--- src/rtl/arb_pkg.sv ---
// Shared arbitration constants and the round-robin pointer increment.
package arb_pkg;

    localparam int unsigned ARB_FIXED = 0;
    localparam int unsigned ARB_RR    = 1;

    // Wraps explicitly so non-power-of-2 requester counts behave.
    function automatic int unsigned rr_next(input int unsigned idx, input int unsigned n);
        return (idx + 1 >= n) ? 0 : idx + 1;
    endfunction

endpackage

--- src/rtl/priority_encoder.sv ---
// Lowest-set-index priority encoder with a valid flag.
module priority_encoder #(
    parameter int unsigned WIDTH = 8,
    parameter int unsigned IDX_W = (WIDTH > 1) ? $clog2(WIDTH) : 1
) (
    input  logic [WIDTH-1:0] req,
    output logic [IDX_W-1:0] idx,
    output logic             valid
);

    always_comb begin
        idx = '0;
        for (int i = int'(WIDTH) - 1; i >= 0; i--) begin
            if (req[i]) idx = IDX_W'(i);
        end
    end

    assign valid = |req;

endmodule

--- src/rtl/rr_lock_arbiter.sv ---
// N-way fixed or round-robin arbiter with an optional grant lock for
// multi-cycle transfers; grant is combinational, state moves on accept.
module rr_lock_arbiter
    import arb_pkg::*;
#(
    parameter int unsigned NUM_REQS     = 8,
    parameter int unsigned ARB_MODE     = ARB_RR,
    parameter int unsigned LOCK_ENABLE  = 1,
    parameter int unsigned LOG_NUM_REQS = (NUM_REQS > 1) ? $clog2(NUM_REQS) : 1
) (
    input  logic                    clk,
    input  logic                    reset_n,
    input  logic [NUM_REQS-1:0]     requests,
    input  logic                    enable,
    input  logic                    lock,
    output logic [LOG_NUM_REQS-1:0] grant_index,
    output logic [NUM_REQS-1:0]     grant_onehot,
    output logic                    grant_valid,
    output logic                    grant_locked
);

    localparam int unsigned LW = LOG_NUM_REQS;

    logic [LW-1:0]       rr_ptr, rr_ptr_next;
    logic                lock_valid, lock_valid_next;
    logic [LW-1:0]       lock_idx, lock_idx_next;
    logic [NUM_REQS-1:0] rr_mask, masked_req;
    logic [LW-1:0]       masked_idx, unmasked_idx;
    logic                masked_valid, unmasked_valid;
    logic                lock_req, lock_eff, accept;

    assign lock_eff = (LOCK_ENABLE != 0) && lock;

    // Requesters at or above the pointer get first pick.
    always_comb begin
        rr_mask = '0;
        for (int i = 0; i < int'(NUM_REQS); i++) begin
            rr_mask[i] = (LW'(i) >= rr_ptr);
        end
    end

    assign masked_req = requests & rr_mask;

    priority_encoder #(.WIDTH(NUM_REQS), .IDX_W(LW)) u_enc_masked (
        .req   (masked_req),
        .idx   (masked_idx),
        .valid (masked_valid)
    );

    priority_encoder #(.WIDTH(NUM_REQS), .IDX_W(LW)) u_enc_unmasked (
        .req   (requests),
        .idx   (unmasked_idx),
        .valid (unmasked_valid)
    );

    always_comb begin
        lock_req = 1'b0;
        for (int i = 0; i < int'(NUM_REQS); i++) begin
            if (LW'(i) == lock_idx) lock_req = requests[i];
        end
    end

    assign grant_valid  = unmasked_valid;
    assign grant_locked = lock_valid;

    // Winner: held lock first, then fixed or rotating priority.
    always_comb begin
        grant_index = '0;
        if (!unmasked_valid) begin
            grant_index = '0;
        end else if (lock_valid && lock_req) begin
            grant_index = lock_idx;
        end else if (ARB_MODE == ARB_FIXED) begin
            grant_index = unmasked_idx;
        end else begin
            grant_index = masked_valid ? masked_idx : unmasked_idx;
        end
    end

    always_comb begin
        grant_onehot = '0;
        for (int i = 0; i < int'(NUM_REQS); i++) begin
            grant_onehot[i] = unmasked_valid && (LW'(i) == grant_index);
        end
    end

    assign accept = enable && unmasked_valid;

    // Release happens either on an accepted unlocked transfer or when the
    // locked requester drops, even with the consumer stalled.
    always_comb begin
        rr_ptr_next     = rr_ptr;
        lock_valid_next = lock_valid;
        lock_idx_next   = lock_idx;
        if (accept) begin
            if (ARB_MODE == ARB_RR) begin
                rr_ptr_next = LW'(rr_next(32'(grant_index), NUM_REQS));
            end
            lock_valid_next = lock_eff;
            if (lock_eff) lock_idx_next = grant_index;
        end else if (lock_valid && !lock_req) begin
            lock_valid_next = 1'b0;
        end
    end

    always_ff @(posedge clk or negedge reset_n) begin
        if (!reset_n) begin
            rr_ptr     <= '0;
            lock_valid <= 1'b0;
            lock_idx   <= '0;
        end else begin
            rr_ptr     <= rr_ptr_next;
            lock_valid <= lock_valid_next;
            lock_idx   <= lock_idx_next;
        end
    end

endmodule

--- config.mk ---
export PLATFORM = sky130hd
export DESIGN_NAME = rr_lock_arbiter
export DESIGN_NICKNAME = d
export VERILOG_FILES = /design/src/rtl/arb_pkg.sv /design/src/rtl/priority_encoder.sv /design/src/rtl/rr_lock_arbiter.sv
export SDC_FILE = /design/constraint.sdc
export NUM_CORES = 1
export LEC_CHECK = 0
export ABC_CLOCK_PERIOD_IN_PS = 7000
export BUFFER_PORTS_ARGS = -buffer_cell sky130_fd_sc_hd__clkbuf_2
export CORE_UTILIZATION = 57
export CTS_BUF_LIST = sky130_fd_sc_hd__clkbuf_4 sky130_fd_sc_hd__clkbuf_8
export DETAILED_ROUTE_END_ITERATION = 8
export GPL_TIMING_DRIVEN = 0
export PLACE_DENSITY = 0.86
export SYNTH_ARGS = -nofsm -noshare
export SYNTH_HDL_FRONTEND = slang
export SYNTH_SLANG_ARGS = --single-unit
--- constraint.sdc ---
create_clock -name clk -period 7 [get_ports clk]
set_input_delay 0.35 -clock clk [delete_from_list [all_inputs] [get_ports clk]]
set_output_delay 0.35 -clock clk [all_outputs]
set_load 0.01 [all_outputs]
==> results of run 1 <==
final cells by class:
| type | count | area (um^2) |
|---|---|---|
| timing repair buffer | 25 | 130 |
| inverter | 6 | 22.5 |
| tap | 15 | 18.8 |
| clock buffer | 4 | 30.0 |
| multi-input combinational | 94 | 663 |
| buffer | 5 | 27.5 |
| sequential | 7 | 175 |
| fill | 111 | 299 |
power groups by stage:
stage	registers (mW)	logic, mW	clock network (mW)
2_1_floorplan	0.0719	0.254	0
3_3_place_gp	0.0749	0.341	0
3_5_place_dp	0.0762	0.351	0
4_1_cts	0.0754	0.355	0.0416
5_1_grt	0.0797	0.394	0.0436
6_report	0.0758	0.357	0.0392
state kept, by name (all words and copies together) (netlist names):
signal,cells
rr_ptr,3
grant_locked,1
lock_idx,3
worst min-delay path, cell delays in order:
cell and delay, ps:
clkbuf_2 90, nand3_1 70, o21ai_1 60
cell families (layout without fill, tap and decap cells):
group / after synthesis / count (layout) / synth area share
fa+ha+maj: 6 / 6 / 0.0845
flops: 7 / 7 / 0.197
mux: 6 / 6 / 0.0972
simple gates: 48 / 48 / 0.293
compound gates: 34 / 34 / 0.272
buf+inv: 11 / 40 / 0.0563
routing by layer:
metal	share of wire	vias up	track usage	wire (um)
met1	0.43	451	0.336	967
met5	0	-	0	0
met2	0.52	43	0.459	1160
met3	0.041	4	0.0435	93
li1	-	461	-	-
met4	0.012	0	0.135	28
path summary, 6_finish.rpt:
| kind | end | slack (ps) | cells after the start |
|---|---|---|---|
| setup / recovery | grant_onehot[4] | 3660 | 10 |
| hold / removal | lock_idx[1] | 360 | 3 |
| setup reg to reg | rr_ptr[2] | 3990 | 9 |
| hold reg to reg | lock_idx[0] | 620 | 2 |
| max in group asynchronous | rr_ptr[2] | 6340 | 2 |
| min in group asynchronous | lock_idx[1] | 490 | 2 |
cell usage after synthesis (2+ instances only):
cell      count  area [um^2]
nor3_1        2         10.0
nand2_1      13         48.8
dfrtp_1       7          175
ha_1          6         75.1
nor4_1        2         12.5
nor2b_1       4         25.0
and2_1        9         56.3
nand3_1       2         10.0
nand2b_1      6         37.5
mux4_2        2         45.0
o21ai_1       3         15.0
nor2_1        5         18.8
inv_1         5         18.8
mux2i_1       3         30.0
a21oi_1      12         60.1
a21boi_1      2         15.0
clkbuf_1      3         11.3
per-stage QoR:
stage | power [mW] | setup WS (ps) | hold slack, ps | std cells | utilization
3_5_place_dp | 0.427 | 4090 | 195 | 151 | 0.752
3_3_place_gp | 0.416 | 4120 | 190 | 151 | 0.752
6_report | 0.472 | 3660 | 357 | 156 | 0.781
5_1_grt | 0.517 | 3510 | 371 | 156 | 0.781
2_1_floorplan | 0.326 | 4310 | 54.4 | 112 | -
4_1_cts | 0.472 | 3770 | 349 | 156 | 0.781
timing repair:
item	in CTS	in global routing
hold buffers	1	0
buffers inserted	0	0
hold endpoints to repair	7	0
==> impl_metrics.ini, run 1 <==
[worst_setup_path]
path_max_fanout = 10
cp-start-kind = flip-flop
path_cells = clkbuf_1 > nand3_1 > a21oi_1 > nor4bb_1 > a221o_1 > a21boi_1 > inv_1 > ha_1 > and2_1 > clkbuf_2
r2r-start = rr_ptr[2]
critPathKind = flip-flop to primary output
crit_slowest_cell = a21boi_1
cp.required_ps = 6650
crit_family = compound AO/OA/AOI/OAI gates
arrival_ps = 2990
crit_start = rr_ptr[2]
path_buf_inv = 3
crit_path_end_kind = primary output
max_stage_delay_ps = 440

[yosys]
ys_ff_latch = 7
ys_warn_count = 0
ys_async_sr_fraction = 1.00
synth_cells = 112
synth_edf_count = 0
synth_area_um2 = 888
syn_area_per_cell_um2 = 7.93
synth_top_flop_cell = dfrtp_1
ys_types = 43
synth-seq-area-share = 0.197
syn_nets = 130

[pwr]
power.share.combinational = 0.756
switching_share = 0.483
clkPwrFrac = 0.083
p_sw_mw = 0.228
internal-power_mw = 0.244
power.density_nw_per_um2 = 442
p_seq_frac = 0.161
ir_worst_vdd_v = 0.000269
power_leakage_nw = 0.507

[place]
dpl-instance-area_um2 = 1030
io_buffers = 24
gp_congestion = 0.879
hpwl_um = 1750

[global_routing]
grt_util_all_layers = 0.273
grt_pass1_wl_um = 3730
antenna_found_initial = 0
grt.overflow.total = 0
grt_pass1_vias = 863
grt_max_degree = 11

[clocking]
cts.sinks = 7
cts_buffers = 3
clk_latency_ps = 240
h-tree-depth = 1
cts_root_buf = clkbuf_4
clk_path_buf_depth = 2
clk_pin_slew_ps = 50
cts_tree = yes
cts-resized-gates = 0

[detailed_routing]
postRouteAntennaNets = 0
avgViaCountPerCell = 6.15
wl_um = 2250
drt_iter0_drc = 19
dr.pass1.iters = 4
vias = 959
wire_per_inst_um = 14.4
drcViolationCount = 0

[final_layout]
most-common-layout-cells = 24 x clkbuf_2, 13 x nand2_1, 12 x a21oi_1, 9 x and2_1, 7 x dfrtp_1
stdcell_area_um2 = 1070
fin_nets = 160
area_growth_pct = 20.1
num_antenna_cells = 0
final_common_cell = clkbuf_2
drive_gt1_frac = 0.277

[sta]
maxClockFrequency_mhz = 300
finClkSkew_ps = 4.04
rsz0062_at_grt = no
min_period_ps = 3340
max-slew-margin-rel = 0.689
min_period_over_period = 0.477
report.final.hold_viol_count = 0
drv_slew = 0
setup_viol = 0
worst_pin_slew_ps = 462
fin_setup_tns_ps = 0

[job]
drv_cap = 0

[hold_path]
min-delay-start = lock
holdCritPathClass = input pin to flip-flop

[floorplanning]
die_h_um = 41.5
die_area_um2 = 1720
io_pins = 25
core_um2 = 1370
die_x_um = 41.5
start_util = 0.650
num_rows = 13

[outcome]
outcome = completed
Note: power is estimated with default switching activity, not from simulation.
==> run 2: changes to the inputs <==
Settings changed: ABC_CLOCK_PERIOD_IN_PS 7000 to 3450, CORE_UTILIZATION 57 to 53, PLACE_DENSITY 0.86 to 0.81.
Clock period 7 ns to 3.45 ns, I/O delays scaled along.
==> run 2 against run 1 <==
Hold slack worse by 200 ps. Sequential power is 100% higher. Worst setup slack worse by 3300 ps. Register-to-register slack lost 3400 ps. Die area is 7.2% higher. First-iteration DRC count increased by 89%. Sequential cell count did not move. Critical path depth unchanged. Critical path type unchanged. Critical endpoint is now grant_onehot[3]. Highest routed layer is now met3.
==> impl_metrics.ini, run 2 (synthesis gave the netlist of run 1 again) <==
[worst_setup_path]
ff2ff_path_depth = 9
critPathKind = flip-flop to primary output
arrival_ps = 2920
r2r_slack_ps = 570
path_buf_inv = 2
crit_path_end_kind = primary output
crit_start = rr_ptr[2]
cp-start-kind = flip-flop
r2r-start = rr_ptr[2]
path_max_fanout = 10
crit_slowest_cell = a21boi_1
crit_family = compound AO/OA/AOI/OAI gates
cp.depth = 10
cp.required_ps = 3280
path_cells = clkbuf_1 > nand3_1 > a21oi_1 > nor4bb_1 > a221o_1 > a21boi_1 > ha_1 > ha_1 > and2_1 > clkbuf_2
crit_path_end = grant_onehot[3]
timing.critical_path.mode_cell = ha_1
max_stage_delay_ps = 440
timing.rr.end = rr_ptr[2]

[detailed_routing]
routed.top_layer = met3
dr.pass1.iters = 4
met3_length_um = 153
avgViaCountPerCell = 6.05
met1_length_um = 959
wire_per_inst_um = 13.7
wl_um = 2150
drcViolationCount = 0
vias = 950
met2_length_um = 1040
postRouteAntennaNets = 0
drt_iter0_drc = 36

[pwr]
power.density_nw_per_um2 = 895
ir_worst_vdd_v = 0.000545
power_leakage_nw = 0.507

[global_routing]
grt.overflow.total = 0
grt_util_all_layers = 0.257
grt_max_degree = 11
grt_pass1_wl_um = 3660
antenna_found_initial = 0
grt_pass1_vias = 864

[floorplanning]
start_util = 0.576
num_rows = 14
core_um2 = 1540
die_h_um = 42.9
io_pins = 25
die_x_um = 42.9
die_area_um2 = 1840

[sta]
fin_setup_tns_ps = 0
finClkSkew_ps = 4.10
maxClockFrequency_mhz = 324
setup_viol = 0
rsz0062_at_grt = no
drv_slew = 0
report.final.hold_viol_count = 0
min_period_over_period = 0.896
max-slew-margin-rel = 0.671
worst_pin_slew_ps = 489
min_period_ps = 3090

[clocking]
holdBufCountCts = 1
cts_tree = yes
cts-resized-gates = 0
h-tree-depth = 1
cts.sinks = 7
clk_latency_ps = 250
cts_setup_buffers = 0
clk_path_buf_depth = 2
cts_root_buf = clkbuf_4
cts_buffers = 3
clk_pin_slew_ps = 50

[place]
gp_congestion = 0.934
io_buffers = 24
hpwl_um = 1690

[final_layout]
area_growth_pct = 20.3
drive_gt1_frac = 0.277
fin_nets = 160
num_antenna_cells = 0
final_common_cell = clkbuf_2
most-common-layout-cells = 24 x clkbuf_2, 13 x nand2_1, 12 x a21oi_1, 9 x and2_1, 7 x dfrtp_1
final_util = 0.693

[job]
drv_cap = 0

[hold_path]
holdCritPathClass = input pin to flip-flop

[outcome]
outcome = completed
## run 2: cell counts in the layout (fill, tap and decap cells not counted)
Identical to the previous run, type by type.
## run 2: layer usage
metal  vias up  track usage
li1        467            -
met3         0       0.0468
met5         -            0
met4         0       0.0848
met2        41        0.424
met1       442        0.339
## run 2: worst min path at each step
stage               startpoint            to  slack (ps)  depth (start not counted)
global placement       reset_n   lock_idx[2]          10                          1
CTS                       lock   lock_idx[1]         160                          3
detailed placement     reset_n   lock_idx[1]          20                          1
floorplan              reset_n  grant_locked        -120                          0
global route              lock   lock_idx[1]         150                          3
finish                    lock   lock_idx[1]         160                          3
## run 2: cell type report
| class | count | area (um^2) |
|---|---|---|
| multi-input cells | 94 | 663 |
| plain buffers | 5 | 27.5 |
| inverters | 6 | 22.5 |
| fillers | 136 | 473 |
| flip-flops and latches | 7 | 175 |
| repair buffers | 25 | 130 |
| well taps | 16 | 20.0 |
| clock buffers | 4 | 30.0 |
## run 2: metrics by stage
stage / power (mW) / cells / setup WS [ps] / area, um^2 / hold WS, ps
2_1_floorplan: 0.662 / 112 / 831 / 888 / -123
3_3_place_gp: 0.858 / 152 / 653 / 1030 / 10.3
3_5_place_dp: 0.866 / 152 / 614 / 1030 / 17.8
4_1_cts: 0.962 / 157 / 368 / 1070 / 156
5_1_grt: 1.05 / 157 / 122 / 1070 / 152
6_report: 0.957 / 157 / 360 / 1070 / 161
## run 2: worst min-delay path, cell delays in order
cell and delay (ps):
clkbuf_2 90, nand3_1 60, o21ai_1 50
## run 2: power breakdown
group / internal, mW / leakage, nW / total, mW / switching, mW
Sequential: 0.120 / 0.0832 / 0.154 / 0.0345
Clock: 0.0520 / 0.0184 / 0.0818 / 0.0299
Combinational: 0.325 / 0.406 / 0.721 / 0.396
==> run 3: changes to the inputs <==
Settings changed: CELL_PAD_IN_SITES_DETAIL_PLACEMENT set to 1, CELL_PAD_IN_SITES_GLOBAL_PLACEMENT set to 2, CORE_UTILIZATION 53 to 30, PLACE_DENSITY 0.81 to not set, PLACE_DENSITY_LB_ADDON set to 0.1.
==> run 3 against run 2 <==
Critical path depth is the same. Hold slack improved by 23 ps. Clock power grew 0.9%. Routed wire length is 26% higher. Critical path type unchanged.
==> impl_metrics.ini, run 3 (synthesis gave the netlist of run 1 again) <==
[floorplanning]
num_rows = 19
start_util = 0.319
die_x_um = 56.4
die_h_um = 56.4
core_um2 = 2780
die_area_um2 = 3180
io_pins = 25

[sta]
drv_slew = 0
max-slew-margin-rel = 0.655
finClkSkew_ps = 0.234
setup_viol = 0
worst_pin_slew_ps = 513
fin_setup_tns_ps = 0
min_period_ps = 3020
finalWorstSetupSlack_ps = 427
maxClockFrequency_mhz = 331
min_period_over_period = 0.876
report.final.hold_viol_count = 0
rsz0062_at_grt = no

[detailed_routing]
routed.top_layer = met4
vias = 916
wl_um = 2700
wire_per_inst_um = 15.7
dr.pass1.iters = 4
drt_iter0_drc = 21
met1_length_um = 1280
drcViolationCount = 0
avgViaCountPerCell = 5.33
met2_length_um = 1330
postRouteAntennaNets = 0
met3_length_um = 80

[global_routing]
antenna_found_initial = 0
grt_pass1_wl_um = 4560
grt.overflow.total = 0
grt_pass1_vias = 966
grt_max_degree = 11
grt_util_all_layers = 0.178

[hold_path]
worstHoldPathCells = 3
whs_endpoint = lock_idx[1]
holdCritPathClass = input pin to flip-flop
min-delay-start = lock

[outcome]
outcome = completed

[place]
hpwl_um = 2120
gp_congestion = 0.721
io_buffers = 24
dpl-instance-area_um2 = 1050
dp.cells = 167
pre_cts_ws_ps = 509

[clocking]
clk_path_buf_depth = 2
cts_setup_buffers = 0
clk_latency_ps = 250
cts_buffers = 3
cts_root_buf = clkbuf_4
cts_tree = yes
h-tree-depth = 1
clk_pin_slew_ps = 50
cts.sinks = 7

[final_layout]
fin_nets = 160
num_antenna_cells = 0
most-common-layout-cells = 24 x clkbuf_2, 13 x nand2_1, 12 x a21oi_1, 9 x and2_1, 7 x dfrtp_1
final_cells = 172
final_common_cell = clkbuf_2
drive_gt1_frac = 0.284
area_growth_pct = 22.8
stdcell_area_um2 = 1090

[pwr]
power_leakage_nw = 0.508
p_total_mw = 0.970
power.density_nw_per_um2 = 889
ir_worst_vdd_v = 0.000452

[worst_setup_path]
path_max_fanout = 9
critPathKind = flip-flop to primary output
ff2ff_path_depth = 9
cp.required_ps = 3280
arrival_ps = 2850
timing.rr.end = rr_ptr[2]
r2r_slack_ps = 640
r2r-start = rr_ptr[1]
cp-start-kind = flip-flop
crit_path_end_kind = primary output

[job]
drv_cap = 0
## run 3: cell count changes in the layout (fill, tap and decap cells not counted)
cell      change
a21boi_1      -1
a21boi_2      +1
## run 3: per-stage QoR
step | utilization | hold slack [ps]
finish | 0.392 | 184
global route | 0.392 | 208
CTS | 0.391 | 180
detailed placement | 0.377 | 20.8
global placement | 0.377 | 17.5
floorplan | - | -123
## run 3: worst max path at each step
stage / endpoint / slack [ps] / startpoint
after floorplan: rr_ptr[2] / 830 / lock_idx[0]
after global placement: rr_ptr[2] / 560 / rr_ptr[2]
after detailed placement: rr_ptr[2] / 510 / rr_ptr[2]
after CTS: grant_onehot[3] / 240 / rr_ptr[2]
after global routing: grant_onehot[3] / 140 / rr_ptr[2]
final: grant_onehot[3] / 430 / rr_ptr[1]
## run 3: power breakdown
part           internal (mW)  total [mW]  switching, mW
registers              0.120       0.155         0.0353
logic                  0.325       0.732          0.408
clock network         0.0520      0.0825         0.0305
total                  0.496       0.970          0.473
## run 3: layer usage
layer / up-vias / GRT usage
li1: 461 / -
met2: 16 / 0.308
met1: 437 / 0.237
met5: - / 0
met4: 0 / 0.0523
met3: 2 / 0.0138
## run 3: area by class of cell
class / count / area (um^2)
Buffer: 5 / 27.5
Clock buffer: 4 / 30.0
Fill cell: 356 / 1690
Inverter: 6 / 22.5
Multi-Input combinational cell: 94 / 667
Sequential cell: 7 / 175
Tap cell: 31 / 38.8
Timing Repair Buffer: 25 / 130
## run 3: repair_timing
action	CTS	global route
hold buffers	1	0
gates resized for setup	0	1
endpoints found under the setup margin	0	6
hold endpoints to repair	7	0
## run 3: critical path: stages, from the launching register on
cell and delay, ps:
dfrtp_1 320, clkbuf_1 310, nand3_1 120, a21oi_1 260, nor4bb_1 350, a221o_1 270, a21boi_2 340, ha_1 250
ha_1 150, and2_1 110, clkbuf_2 120
